==> config.mk <==
export PLATFORM = sky130hd
export DESIGN_NAME = fetch_stage
export DESIGN_NICKNAME = d
export VERILOG_FILES = /design/src/rtl/fetch_stage.sv
export SDC_FILE = /design/constraint.sdc
export NUM_CORES = 1
export LEC_CHECK = 0
export ABC_AREA = 1
export BUFFER_PORTS_ARGS = -buffer_cell sky130_fd_sc_hd__buf_2
export CAP_MARGIN = 20
export CORE_MARGIN = 5
export CORE_UTILIZATION = 30
export DETAILED_ROUTE_END_ITERATION = 10
export PLACE_DENSITY = 0.52
export SETUP_SLACK_MARGIN = 0.2
export SLEW_MARGIN = 20
export SYNTH_ARGS = -nofsm -noshare
export SYNTH_HDL_FRONTEND = slang
export SYNTH_SLANG_ARGS = --single-unit
==> constraint.sdc <==
create_clock -name clk -period 2.8 [get_ports clk]
set_clock_uncertainty 0.1 [all_clocks]
set_input_delay 0.56 -clock clk [delete_from_list [all_inputs] [get_ports clk]]
set_output_delay 0.56 -clock clk [all_outputs]
set_load 0.005 [all_outputs]
==> src/rtl/fetch_stage.sv <==
// rtl/fetch_stage.sv - variable-length (16/32-bit) instruction fetch into the IF/ID register
module fetch_stage (
    input  logic        clk,
    input  logic        rst,
    input  logic [31:0] pc_in,
    output logic [31:0] imem_addr,
    input  logic [15:0] imem_data,
    input  logic        stall,
    input  logic        flush,
    output logic [31:0] next_pc,
    output logic        pc_enable,
    output logic [31:0] ifid_instr,
    output logic [31:0] ifid_pc,
    output logic        ifid_valid
);

    typedef enum logic {ST_FIRST, ST_SECOND} state_e;

    state_e      state_q, state_d;
    logic [15:0] hold_word_q, hold_word_d;
    logic [31:0] hold_pc_q, hold_pc_d;
    logic [31:0] instr_q, instr_d;
    logic [31:0] pc_q, pc_d;
    logic        valid_q, valid_d;

    assign imem_addr  = pc_in;
    assign next_pc    = pc_in + 32'd1;
    assign pc_enable  = ~stall | flush;
    assign ifid_instr = instr_q;
    assign ifid_pc    = pc_q;
    assign ifid_valid = valid_q;

    always_ff @(posedge clk or negedge rst) begin
        if (!rst) begin
            state_q <= ST_FIRST;
        end else begin
            state_q <= state_d;
        end
    end

    // Bit 15 is only a length marker on an opcode word; immediates never redirect the FSM.
    always_comb begin
        state_d = state_q;
        if (flush) begin
            state_d = ST_FIRST;
        end else if (!stall) begin
            case (state_q)
                ST_FIRST:  state_d = imem_data[15] ? ST_SECOND : ST_FIRST;
                ST_SECOND: state_d = ST_FIRST;
                default:   state_d = ST_FIRST;
            endcase
        end
    end

    always_comb begin
        hold_word_d = hold_word_q;
        hold_pc_d   = hold_pc_q;
        instr_d     = instr_q;
        pc_d        = pc_q;
        valid_d     = valid_q;
        if (flush) begin
            instr_d = 32'h0;
            pc_d    = 32'h0;
            valid_d = 1'b0;
        end else if (!stall) begin
            case (state_q)
                ST_FIRST: begin
                    if (imem_data[15]) begin
                        hold_word_d = imem_data;
                        hold_pc_d   = pc_in;
                        valid_d     = 1'b0;
                    end else begin
                        instr_d = {16'h0000, imem_data};
                        pc_d    = pc_in;
                        valid_d = 1'b1;
                    end
                end
                ST_SECOND: begin
                    instr_d = {hold_word_q, imem_data};
                    pc_d    = hold_pc_q;
                    valid_d = 1'b1;
                end
                default: ;
            endcase
        end
    end

    always_ff @(posedge clk or negedge rst) begin
        if (!rst) begin
            hold_word_q <= 16'h0;
            hold_pc_q   <= 32'h0;
            instr_q     <= 32'h0;
            pc_q        <= 32'h0;
            valid_q     <= 1'b0;
        end else begin
            hold_word_q <= hold_word_d;
            hold_pc_q   <= hold_pc_d;
            instr_q     <= instr_d;
            pc_q        <= pc_d;
            valid_q     <= valid_d;
        end
    end

endmodule
# Yosys cells after proc, flatten, opt, wreduce, memory -nomap -nowiden
# Cells that the tools add are included.
word_totals:
  ff_bits: 114
  inputBits: 52
  out_inout_bits: 130
  elab_cells: 31
classes:
  n_addsub: 1
  eq_ne: 2
  n_mux: 16
  n_bitwise: 4
  reduce_logical: 2
ops:
  columns: ["operator", "n"]
  rows:
  - ["$mux 32", 6]
  - ["$pmux 32 s2", 2]
  - ["$add 32x1->32 const B", 1]
  - ["$mux 1", 6]
  - ["$pmux 1 s2", 2]
  - ["$reduce_and 4->1", 1]
  - ["$ne 3x3->1 const B", 1]
  - ["$not 1->1", 3]
  - ["$ne 2x1->1 const B", 1]
  - ["$reduce_and 2->1", 1]
  - ["$or 1x1->1", 1]

# Depth between registers and ports, before layout
# Gate-level depths: netlist of run 1.
depth:
  depth_word: 4
  ltp_mapped: 8
  mapped_depth_nobuf: 8

# Worst setup path after synthesis of run 1
# No wires, ideal clock.
synth_path:
  kind: "input -> output"
  from: "in pc_in[0]"
  to: "out next_pc[20]"
  arrival_time_ps: 1383
  required_time_ps: 2140
  path_slack_ps: 757
  path_stages: 8
  n_path_buf: 0
  cell_sequence: "ha_1 -> inv_1 -> nor2_4 -> nand2_4 -> nor2_8 -> nand2_1 -> nand2_1 -> nand2_1"
synth_via:
  elab_chain_cells: 1
synth_lines:
  columns: ["element", "line_no", "source"]
  rows:
  - ["from (decl)", "5", "input logic [31:0] pc_in,"]
  - ["$add 32x1->32", "27", "assign next_pc = pc_in + 32'd1;"]
  - ["to (decl)", "10", "output logic [31:0] next_pc,"]
# No other way between the ends.

# Worst setup path in the final report of run 1
layout_path:
  from: "in pc_in[1]"
  to: "out next_pc[30]"
# The elaborated chain is that of the path after synthesis.

==> results of run 1 <==
-- metrics by stage --
step	cell area, sq um	utilization, %	setup slack [ns]	power (W)	instances
final	7385	37.94	0.3603	0.004645	1149
after global routing	7385	37.94	0.2259	0.004884	1149
after CTS	7382	37.93	0.2974	0.004717	1149
after detailed placement	6785	34.86	0.3010	0.002549	1117
after global placement	6785	34.86	0.3231	0.002541	1117
after floorplan	5947	-	0.7565	0.002288	731
-- where the power goes --
| group | internal (W) | switching, W |
|---|---|---|
| sequential | 0.00182 | 0.0000882 |
| clock | 0.00138 | 0.000754 |
| combinational | 0.000225 | 0.000370 |
-- worst max-delay path, cell delays in order --
cell and delay, ns:
buf_2 0.12, ha_2 0.22, inv_1 0.09, nor2_4 0.21
nand2_4 0.08, nor2_4 0.19, nand2_1 0.07, nand2_1 0.05
nand2_1 0.05, buf_2 0.12
-- cells in the mapped netlist (all sizes together) --
library cell,n,area share [%]
buf,63,8.2
clkbuf,7,0.48
dfrtp,114,48
ha,1,0.21
inv,61,3.9
nand2,199,13
nand3,97,8.4
nand3b,1,0.13
nor2,45,4.5
o21ai,128,11
xor2,15,2.3
-- layer usage --
layer	wire (um)	vias to the layer above	global-route usage, %	part of all wire [%]
met1	8143	2388	21.04	46
li1	-	2630	-	-
met2	7720	204	24.00	44
met5	0	-	0	0
met4	243	0	4.760	1.4
met3	1517	13	5.566	8.6
-- worst max-delay path by stage --
stage / endpoint / from / slack (ns)
4_1_cts: next_pc[30] / pc_in[1] / 0.30
6_report: next_pc[30] / pc_in[1] / 0.36
5_1_grt: next_pc[20] / pc_in[1] / 0.23
2_1_floorplan: next_pc[20] / pc_in[0] / 0.76
3_5_place_dp: next_pc[30] / pc_in[1] / 0.30
3_3_place_gp: next_pc[30] / pc_in[1] / 0.32
-- area by class of cell --
class	instances	share of cell area, %
flip-flops and latches	114	38.63
multi-input cells	486	31.84
repair buffers	191	13.83
clock buffers	25	7.116
well taps	265	4.490
inverters	61	3.135
clock inverters	7	0.9658
-- cell families after synthesis --
family,synth area share (%)
compound gates,10.77
xor+xnor,2.335
fa+ha+maj,0.2104
buf+inv,12.54
flops,47.97
simple gates,26.17
-- state kept, by name, summed over array words and instances, names as in the netlist --
register	count
ifid_pc	32
ifid_valid	1
hold_word_q	16
hold_pc_q	32
ifid_instr	32
state_q	1
-- what timing repair did --
item,4_1_cts,5_1_grt
resized for setup,0,1
hold buffers,0,0
endpoints found under the setup margin,0,2
==> flow_summary.yaml, run 1 <==
run_status:
  status: "completed"
placed_design:
  dpl.hpwl_um: 12500
  place.gp.congestion: 0.8840
  port_buffers: 181
drt:
  routed_wl_um: 17620
  drc: 0
  num_vias: 5235
  drt_first_pass_iters: 5
  wl_per_cell_um: 15.34
  drt_iter0_markers: 280
  viasPerCell: 4.556
  ant_nets: 0
clock_tree:
  clock-sinks: 114
  htreeDepth: 4
  cts_setup_buffers: 0
  clock-root-buffer: "clkbuf_16"
  numCtsBuffers: 17
  insertion_delay_ns: 0.41
  clk_path_buf_depth: 2
  cts_tree: "built"
  clk_pin_slew_ns: 0.05
power_and_ir_drop:
  peakVddDrop_mv: 0.2845
  p_per_area_mw_per_mm2: 629.0
  p_leak_nw: 4.018
sta:
  hold_violations: 0
  rsz0062_at_grt: "false"
  setup_viol: 0
  whs_ns: 0.09006
  fin_tns_setup_ns: 0
  max-slew-margin-rel_pct: 47.67
  worst_pin_slew_ns: 0.7849
  period_minus_slack_ns: 2.440
  min_period_over_period_pct: 87.13
  clock.fmax_ghz: 0.4099
  slew_violations: 0
floorplanning:
  placementRows: 51
  die-width_um: 150.8
  die_h_um: 150.8
  pin_count: 182
  dieArea_sq_mm: 0.02274
  start_util_pct: 30.56
  core_sq_mm: 0.01946
global_route:
  grt_first_pass_wirelength_um: 27660
  overflow: 0
  grt.total_usage_pct: 15.73
  grt_antenna_before_repair: 0
  grt_pass1_vias: 5105
  grt_max_degree: 66
logic_synthesis:
  yosys_warnings: 0
  synth_seq_cells: 114
  syn_area_sq_mm: 0.005947
  yosysSeqAreaShare_pct: 47.97
  postSynthAreaPerCell_sq_um: 8.135
  syn_inst: 731
  synth_nets: 784
  synth_cell_types: 24
setup_path:
  crit_type: "primary input to primary output"
  path_max_fanout: 5
  r2r_start: "state_q"
  reg2reg_depth: 5
  cp.required_ns: 2.14
  endpoint_kind: "primary output"
  worst-r2r-setup-slack_ns: 0.59
  crit_arrival_ns: 1.78
  startpoint_type: "primary input"
  timing.rr.end: "ifid_pc[24]"
final_layout:
  final_common_cell: "nand2_1"
  drive_above_1_share_pct: 28.05
  most-common-layout-cells: "nand2_1, buf_2, dfrtp_1"
  n_antenna_cell: 0
  final_nets: 924
  multi_input_area_sq_mm: 0.002351
  areaGrowthSynthToFinish_pct: 24.17
  layout.area.seq_sq_mm: 0.002853
  fillers: 2063
hold_path:
  hold_path.class: "primary input to asynchronous set/reset pin"
run:
  cap_violations: 0
Power figures use the tool's default switching activity.
==> inputs of run 2 (changes only) <==
- ABC_AREA: 1 -> 0
- CTS_CLUSTER_DIAMETER: not set -> 50
- PLACE_DENSITY: 0.52 -> 0.53
- clock period: 2.8 -> 2.5 ns (I/O delays scaled with it)
==> flow_summary.yaml, run 2 <==
run_status:
  status: "completed"
setup_path:
  worstSetupPathDepth: 8
  cp.required_ns: 1.90
  crit_type: "primary input to primary output"
  startpoint_type: "primary input"
  reg2reg_depth: 4
  cpLargestDelayFamily: "simple AND/OR/NAND/NOR gates"
  path_buf_inv: 3
  path_max_fanout: 7
  cp_slowest_stage_delay_ns: 0.20
  crit_arrival_ns: 1.67
  cp_slowest_cell: "ha_2"
  endpoint_kind: "primary output"
  crit_path_cell_trace: "buf_8 > ha_2 > nand3_4 > nor3_4 > buf_6 > nand4_1 > xnor2_1 > buf_2"
floorplanning:
  die-width_um: 143.8
  die_h_um: 143.8
  pin_count: 182
  dieArea_sq_mm: 0.02067
  placementRows: 49
  start_util_pct: 30.20
  core_sq_mm: 0.01778
logic_synthesis:
  syn_area_sq_mm: 0.005369
  syn_inst: 421
  yosys_warnings: 0
  synth_cell_types: 37
  postSynthAreaPerCell_sq_um: 12.75
  synthFlopType: "dfrtp_1"
  ys_async_sr_fraction_pct: 100.0
  yosysSeqAreaShare_pct: 53.13
  yosys.area.top_type: "dfrtp_1"
  synth-edff-count: 0
  synth_top_area_share_pct: 53.13
  synthTopCellsByCount: "dfrtp_1, mux2_2, buf_4"
  synth_nets: 474
  synth_seq_cells: 114
  synth_area_leaders: "dfrtp_1, mux2_2, mux2i_1"
  yosys.cell_count.top_type: "dfrtp_1"
run:
  cap_violations: 0
global_route:
  overflow: 0
  grt_busiest_layer: "met2"
  met3_usage_pct: 5.990
  grt_max_degree: 51
  use_met2_pct: 23.28
  grt_antenna_before_repair: 1
  grt_pass1_vias: 4322
  grt_first_pass_wirelength_um: 23730
  grt.total_usage_pct: 14.82
  grt_use_met1_pct: 18.50
final_layout:
  drive_above_1_share_pct: 51.37
  final_area_sq_mm: 0.007356
  areaGrowthSynthToFinish_pct: 37.01
  fillers: 1702
  most-common-layout-cells: "buf_2, dfrtp_1, buf_4"
  final_nets: 661
  final_common_cell: "buf_2"
  final_util_pct: 41.37
sta:
  hold_violations: 0
  clock.fmax_ghz: 0.4400
  period_minus_slack_ns: 2.273
  min_period_over_period_pct: 90.91
  slew_violations: 0
  max-slew-margin-rel_pct: 31.21
  worst_pin_slew_ns: 1.026
  rsz0062_at_grt: "true"
  setup_viol: 0
hold_path:
  hold_path.class: "primary input to flop"
  min_path_cells: 2
placed_design:
  place_area_sq_mm: 0.006471
  port_buffers: 181
  dpl.hpwl_um: 10540
  place.gp.congestion: 0.7768
power_and_ir_drop:
  peakVddDrop_mv: 0.4282
  p_per_area_mw_per_mm2: 724.5
  total_power_w: 0.005329
  p_leak_nw: 3.514
drt:
  drt_first_pass_iters: 4
  wl_per_cell_um: 17.88
  num_vias: 4102
  ant_nets: 0
  viasPerCell: 4.820
  drc: 0
  routed_wl_um: 15220
  drt_iter0_markers: 168
clock_tree:
  clock-root-buffer: "clkbuf_16"
  htreeDepth: 4
  numCtsBuffers: 17
  clk_path_buf_depth: 2
  cts_tree: "built"
  insertion_delay_ns: 0.40
  clock-sinks: 114
  clk_pin_slew_ns: 0.06
run 2: logic make-up (layout without fill, tap and decap cells):
logic type	count (synthesis)	count (layout)	synth area share, %
adder cells (fa/ha/maj)	1	1	0.2330
other	0	1	0
AND/OR/NAND/NOR	68	68	8.110
AO/OA/AOI/OAI	65	65	10.51
flip-flops	114	114	53.13
buffers and inverters	64	264	7.294
multiplexers	79	79	15.82
XOR/XNOR	30	30	4.894
run 2: power breakdown:
group / switching [W] / internal (W)
clock network: 0.000854 / 0.00160
logic: 0.000341 / 0.000362
registers: 0.000109 / 0.00207
total: 0.00130 / 0.00403
run 2: path summary, 6_finish.rpt:
path | end | slack [ns] | start
setup / recovery | next_pc[28] | 0.23 | pc_in[1]
hold / removal | ifid_instr[9] | 0.22 | imem_data[9]
setup reg to reg | ifid_instr[22] | 0.72 | state_q
hold reg to reg | hold_word_q[15] | 0.37 | hold_word_q[15]
max in group asynchronous | hold_pc_q[16] | 1.23 | rst
min in group asynchronous | hold_word_q[13] | 0.39 | rst
run 2: what timing repair did:
item | in CTS | in global routing
buffers inserted | 10 | 2
hold buffers | 1 | 0
setup endpoints to repair | 23 | 18
pin swaps | 11 | 9
resized for setup | 23 | 21
hold endpoints to repair | 14 | 0
run 2: layer usage:
layer | part of all wire (%) | wire length [um] | up-vias
li1 | - | - | 1883
met4 | 1.8 | 267 | 0
met3 | 8.1 | 1239 | 17
met2 | 47 | 7160 | 121
met1 | 43 | 6550 | 2081
met5 | 0 | 0 | -
run 2: through the flow:
step / setup slack [ns] / TNS (ns) / cells / hold WS [ns]
2_1_floorplan: 0.3724 / 0 / 421 / 0.1044
3_3_place_gp: -0.07043 / -0.2106 / 805 / 0.2784
3_5_place_dp: -0.1398 / -0.9592 / 805 / 0.2820
4_1_cts: 0.1613 / 0 / 848 / 0.1954
5_1_grt: 0.1377 / 0 / 851 / 0.2032
6_report: 0.2273 / 0 / 851 / 0.2210
run 2: area by class of cell:
class,instances,area (sq um),area share [%]
Antenna cell,1,2.502,0.03402
Multi-Input combinational cell,243,2242,30.48
Clock buffer,20,446.7,6.072
Inverter,8,30.03,0.4082
Timing Repair Buffer,224,1336,18.17
Tap cell,229,286.5,3.895
Sequential cell,114,2854,38.80
Clock inverter,12,157.7,2.143
==> inputs of run 3 (changes only) <==
--- a/config.mk
+++ b/config.mk
@@ -13,2 +13,3 @@
 export CTS_CLUSTER_DIAMETER = 50
+export CTS_CLUSTER_SIZE = 10
 export DETAILED_ROUTE_END_ITERATION = 10
--- a/constraint.sdc
+++ b/constraint.sdc
@@ -4,2 +4,2 @@
 set_output_delay 0.5 -clock clk [all_outputs]
-set_load 0.005 [all_outputs]
+set_load 0.1 [all_outputs]
==> flow_summary.yaml, run 3 (synthesis results as in run 2) <==
run_status:
  status: "completed"
clock_tree:
  insertion_delay_ns: 0.41
  clock-sinks: 114
  clock-root-buffer: "clkbuf_16"
  cts_tree: "built"
  numCtsBuffers: 17
  clk_pin_slew_ns: 0.06
  clk_path_buf_depth: 2
  htreeDepth: 4
floorplanning:
  dieArea_sq_mm: 0.02067
  die-width_um: 143.8
  placementRows: 49
  die_h_um: 143.8
  core_sq_mm: 0.01778
  pin_count: 182
  start_util_pct: 30.20
power_and_ir_drop:
  p_int_w: 0.003990
  p_per_area_mw_per_mm2: 708.8
  combPwrFrac_pct: 28.0
  p_seq_share_pct: 35.0
  clkPwrFrac_pct: 37.0
  p_leak_nw: 4.110
  switchingPower_w: 0.002230
  switching_share_pct: 35.85
  peakVddDrop_mv: 0.4571
  total_power_w: 0.006219
sta:
  min_period_over_period_pct: 98.61
  max-slew-margin-rel_pct: 29.00
  worst_pin_slew_ns: 1.059
  rsz0062_at_grt: "true"
  setup_ws_ns: 0.03465
  clock.fmax_ghz: 0.4056
  slew_violations: 0
  whs_ns: 0.2185
  setup_viol: 0
  period_minus_slack_ns: 2.465
  hold_violations: 0
drt:
  ant_nets: 0
  routed_wl_um: 15890
  drc: 0
  viasPerCell: 4.816
  num_vias: 4243
  wl_per_cell_um: 18.04
  drt_first_pass_iters: 4
  drt_iter0_markers: 133
final_layout:
  areaGrowthSynthToFinish_pct: 63.44
  final_common_cell: "buf_2"
  drive_above_1_share_pct: 60.12
  most-common-layout-cells: "buf_2, dfrtp_1, buf_4"
  fillers: 1558
  n_antenna_cell: 0
  final_nets: 693
placed_design:
  place.gp.congestion: 0.7647
  pre_cts_ws_ns: -0.02225
  port_buffers: 181
  dpl.hpwl_um: 11330
global_route:
  grt_pass1_vias: 4525
  grt.total_usage_pct: 15.76
  grt_antenna_before_repair: 0
  grt_first_pass_wirelength_um: 25030
  grt_max_degree: 65
  overflow: 0
setup_path:
  cp.required_ns: 1.90
  crit_arrival_ns: 1.87
  crit_type: "primary input to primary output"
  startpoint_type: "primary input"
  path_max_fanout: 3
  endpoint_kind: "primary output"
run:
  cap_violations: 0
hold_path:
  hold_path.class: "primary input to flop"
==> run 3: power groups by stage <==
stage               sequential (W)  clock [W]  combinational [W]
finish                     0.00218    0.00230            0.00174
global route               0.00221    0.00245            0.00182
floorplan                  0.00258          0           0.000870
detailed placement         0.00221          0            0.00172
CTS                        0.00218    0.00237            0.00175
global placement           0.00220          0            0.00170
==> run 3: layer usage <==
metal / track usage [%] / vias up / share of wire (%)
met5: 0 / - / 0
li1: - / 1950 / -
met3: 5.458 / 17 / 6.3
met4: 4.708 / 0 / 1.3
met1: 19.86 / 2161 / 42
met2: 25.70 / 115 / 50
==> run 3: metrics by stage <==
stage	std cells	util (%)	cell area, sq um	TNS, ns
4_1_cts	873	48.79	8675	0
2_1_floorplan	421	-	6056	-1.141
3_5_place_dp	829	44.03	7828	-0.04880
3_3_place_gp	829	44.03	7828	-0.02179
6_report	881	49.35	8775	0
5_1_grt	881	49.35	8775	-0.1322
==> run 3: cell type report <==
cell class / instances / area (sq um) / share of cell area [%]
Clock buffer: 18 / 439.2 / 5.005
Clock inverter: 13 / 127.6 / 1.454
Sequential cell: 114 / 2854 / 32.53
Multi-Input combinational cell: 243 / 2865 / 32.65
Timing Repair Buffer: 256 / 2172 / 24.75
Inverter: 8 / 30.03 / 0.3422
Tap cell: 229 / 286.5 / 3.265
==> run 3: path summary, 6_finish.rpt <==
check / slack, ns / endpoint / cells past startpoint / startpoint
setup / recovery: 0.03 / next_pc[31] / 7 / pc_in[4]
hold / removal: 0.22 / ifid_instr[5] / 2 / imem_data[5]
setup reg to reg: 0.71 / ifid_instr[20] / 4 / state_q
hold reg to reg: 0.38 / hold_word_q[15] / 1 / hold_word_q[15]
max in group asynchronous: 1.30 / state_q / 3 / rst
min in group asynchronous: 0.39 / ifid_pc[17] / 2 / rst
==> run 3: critical path: stages <==
cell     delay, ns
buf_8         0.08
nand4_4       0.15
buf_6         0.16
nor4_4        0.31
and4_4        0.29
xor2_4        0.17
buf_12        0.19
==> run 3: what timing repair did <==
action / CTS / global route
setup buffers: 12 / 8
endpoints found under the hold margin: 11 / 0
endpoints found under the setup margin: 24 / 25
resized for setup: 36 / 11
pin swaps: 37 / 16
hold buffers: 1 / 0
